File: src/rtl/control_unit.sv
// Alien attack sequencer: latches per-alien kills and steps through three attack waves.
// Optional macro CU_RESTART_EN: hold DONE for DONE_HOLD cycles, then restart at wave 1.
module control_unit #(
  parameter int unsigned DONE_HOLD = 16
) (
  input  logic       Clk,
  input  logic       Reset,
  input  logic       alien1_hit,
  input  logic       alien2_hit,
  input  logic       alien3_hit,
  input  logic       alien4_hit,
  input  logic       alien5_hit,
  input  logic       alien6_hit,
  input  logic       alien7_hit,
  input  logic       alien8_hit,
  input  logic       alien9_hit,
  input  logic       alien10_hit,
  input  logic       alien11_hit,
  input  logic       alien12_hit,
  output logic [1:0] alien_control
);

  if (DONE_HOLD < 1 || DONE_HOLD > 255) begin : g_bad_hold
    $error("DONE_HOLD must be in 1..255");
  end

  typedef enum logic [2:0] {StIdle, StWave1, StWave2, StWave3, StDone} state_e;

  state_e      state_q, state_d;
  logic [11:0] dead_q, dead_d;
  logic [11:0] hits;
  logic [1:0]  ctrl_d;
  logic        g1_clear, g2_clear, g3_clear;

  assign hits = {alien12_hit, alien11_hit, alien10_hit, alien9_hit,
                 alien8_hit,  alien7_hit,  alien6_hit,  alien5_hit,
                 alien4_hit,  alien3_hit,  alien2_hit,  alien1_hit};

  // Group status comes from the registered dead bits only, never the live hits.
  assign g1_clear = &dead_q[3:0];
  assign g2_clear = &dead_q[7:4];
  assign g3_clear = &dead_q[11:8];

`ifdef CU_RESTART_EN
  logic [7:0] hold_q, hold_d;
  logic       hold_done;

  assign hold_done = (hold_q == 8'(DONE_HOLD - 1));
`endif

  always_comb begin
    state_d = state_q;
    dead_d  = dead_q | hits;
`ifdef CU_RESTART_EN
    hold_d  = 8'd0;
`endif
    unique case (state_q)
      StIdle:  state_d = StWave1;
      StWave1: if (g1_clear) state_d = StWave2;
      StWave2: if (g2_clear) state_d = StWave3;
      StWave3: if (g3_clear) state_d = StDone;
      StDone: begin
`ifdef CU_RESTART_EN
        if (hold_done) begin
          state_d = StWave1;
          dead_d  = '0;
        end else begin
          hold_d = hold_q + 8'd1;
        end
`else
        state_d = StDone;
`endif
      end
      default: state_d = StIdle;
    endcase
  end

  // Output register loads the decode of the next state so it tracks the state register.
  always_comb begin
    ctrl_d = 2'b00;
    unique case (state_d)
      StWave1: ctrl_d = 2'b01;
      StWave2: ctrl_d = 2'b10;
      StWave3: ctrl_d = 2'b11;
      default: ctrl_d = 2'b00;
    endcase
  end

  always_ff @(posedge Clk) begin
    if (Reset) begin
      state_q       <= StIdle;
      dead_q        <= '0;
      alien_control <= 2'b00;
`ifdef CU_RESTART_EN
      hold_q        <= 8'd0;
`endif
    end else begin
      state_q       <= state_d;
      dead_q        <= dead_d;
      alien_control <= ctrl_d;
`ifdef CU_RESTART_EN
      hold_q        <= hold_d;
`endif
    end
  end

endmodule

File: config.mk
export PLATFORM = sky130hd
export DESIGN_NAME = control_unit
export DESIGN_NICKNAME = d
export VERILOG_FILES = /design/src/rtl/control_unit.sv
export SDC_FILE = /design/constraint.sdc
export NUM_CORES = 1
export LEC_CHECK = 0
export ABC_AREA = 1
export BUFFER_PORTS_ARGS = -buffer_cell sky130_fd_sc_hd__buf_2
export CAP_MARGIN = 20
export CORE_AREA = 2 2 39 41
export DETAILED_ROUTE_END_ITERATION = 6
export DIE_AREA = 0 0 41 43
export GPL_TIMING_DRIVEN = 0
export HOLD_SLACK_MARGIN = 0.05
export PLACE_DENSITY = 0.7
export SKIP_LAST_GASP = 1
export SLEW_MARGIN = 20
export SYNTH_ARGS = -nofsm -noshare
export SYNTH_HDL_FRONTEND = slang
export SYNTH_SLANG_ARGS = --single-unit
File: constraint.sdc
create_clock -name Clk -period 1.4 [get_ports Clk]
set_input_delay 0.21 -clock Clk [delete_from_list [all_inputs] [get_ports Clk]]
set_output_delay 0.21 -clock Clk [all_outputs]
set_load 0.05 [all_outputs]
==> out/results.ini <==
[placement]
dpl.hpwl_um=737
dp.cells=113
gp_congestion=0.675
port-buffer-count=14

[logic_synthesis]
yosys-top-cells-area=dfxtp_1 57%, nor2_1 20%, nand2_1 13%
syn_area_um2=599
ys_seq_area_frac=0.568
yosys.area.top_type_share=0.568
yosysWarningCount=0
synth.avg_cell_area_um2=7.22
yosysTopAreaCell=dfxtp_1
syn_nets=97
synth.ff_latch_count=17
synthCells=83
synth_cell_type_count=11

[global_routing]
antenna_found_initial=0
overflow=0
grt_pass1_vias=435
use_met2=0.200
grt_max_degree=11
top_usage_layer=met2
use_met3=0.0314
grt_pass1_wl_um=1540
track_usage=0.136
met1_usage=0.142

[clock_network]
cts_buffers=3
cts_root_buf=clkbuf_4
cts-htree-levels=1
cts_sinks=17
cts_resized=0
clk_pin_slew_worst_paths_ns=0.09
worst_skew_pair.late_latency_ns=0.28
cts_setup_buffers=0
cts_hold_buf=0
clock_path_buffers=2
cts_tree=yes

[worst_setup_path]
slowest_stage=dfxtp_1
max_stage_delay_ns=0.31
worstSetupEndpointType=output pin
path_cells=buf_2
arrival_ns=0.84
crit_fanout=1
critPathBufInv=1
worst_r2r_path_depth=7
reg2reg_from=dead_q[9]
crit_required_ns=1.19
cp-start-kind=flop
r2r_slack_ns=0.47
crit_family=flip-flops
critPathKind=flop to output pin
worst_r2r_endpoint=state_q[0]

[pwr]
power_density_nw_per_um2=1200
power_leakage_nw=0.387
ir_drop_mv=0.640

[final_layout]
antenna_cells=0
final_nets=116
areaGrowthSynthToFinish_pct=19.4
fin_cells=117
drive_gt1_frac=0.208

[timing]
rsz0062_at_grt=no
drv_slew=0
slew_headroom=0.837
tns_ns=0
fmax_ghz=0.952
worstMarginPinSlew_ns=0.247
final_hold_viol_count=0
fin_skew_ns=0.000812
layout_worst_path_cycle_share=0.750
setup_viol=0
fin_crit_ns=1.05

[min_path]
min_delay_path_depth=3
hold_path.class=input port to flop
hold_start=alien11_hit
min_to=dead_q[10]

[floorplan]
row_count=14
die_h_um=43
start_util=0.433
core_area_um2=1380
dieArea_um2=1760
dieWidth_um=41
ios=16

[route]
wire_per_inst_um=8.07
first_iter_violations=6
drt-total-wl_um=944
first_pass_iters=4
viasPerCell=4.42
dr_total_vias=517
route.detailed.drc=0
ant_nets=0

[flow_run]
cap_violations=0

[status]
status=finished clean

## registers in the layout, indices dropped and copies added (netlist names)
name,cells
alien_control,2
dead_q,12
state_q,3
## metal layers
metal	share of wire	wire, um
met1	0.46	433
met2	0.48	449
met3	0.036	34
met4	0.029	27
met5	0	0
## power breakdown
| group | internal, W | switching, W | total, W |
|---|---|---|---|
| clock network | 0.000111 | 0.000139 | 0.000250 |
| registers | 0.000513 | 0.0000154 | 0.000529 |
| logic | 0.0000338 | 0.0000445 | 0.0000782 |
| total | 0.000658 | 0.000199 | 0.000857 |
## tightest hold or removal path, delay by kind of cell
kind,cells,cell delay (ns)
simple gates,2,0.09
buf+inv,1,0.07
## synth_stat cells
library cell	n
nand3b_1	1
dfxtp_1	17
clkbuf_2	1
nor2_2	1
nand2_1	20
a21oi_1	1
nor2_1	32
inv_2	1
inv_1	7
buf_2	1
nand3_1	1
## cells in the final DEF (no fill, tap or decap), drive strengths merged
cell / count
nand3b: 1
a21oi: 1
clkbuf: 5
nand2: 20
buf: 15
nor2: 33
inv: 8
dfxtp: 17
nand3: 1
## logic make-up (layout without fill, tap and decap cells)
group                  after synthesis  count (layout)  share of synthesized area
flip-flops                          17              17                      0.568
AO/OA/AOI/OAI                        1               1                    0.00834
AND/OR/NAND/NOR                     55              55                      0.357
buffers and inverters               10              28                     0.0668
## worst max-delay path by stage
stage	startpoint	end	slack (ns)	cells after the start
floorplan	state_q[2]	alien_control[1]	0.57	6
global placement	dead_q[8]	state_q[0]	0.50	7
detailed placement	dead_q[9]	state_q[0]	0.48	7
global route	alien_control[0]	alien_control[0]	0.30	1
CTS	alien_control[1]	alien_control[1]	0.33	1
finish	alien_control[1]	alien_control[1]	0.35	1
## final cells by class
type                    instances  area, um2
inverters                       8       30.0
multi-input cells              56        219
fillers                       150        668
plain buffers                   2       10.0
well taps                      16       20.0
repair buffers                 14       70.1
flip-flops and latches         17        340
clock buffers                   4       26.3
## stage by stage
step	setup WS (ns)	utilization	hold slack [ns]	instance area [um2]	power, W
floorplan	0.567	-	0.326	599	0.000590
global placement	0.502	0.498	0.411	689	0.000616
detailed placement	0.482	0.498	0.421	689	0.000619
CTS	0.332	0.517	0.114	716	0.000874
global route	0.299	0.517	0.132	716	0.000906
finish	0.350	0.517	0.122	716	0.000857
Power figures use the tool's default switching activity.
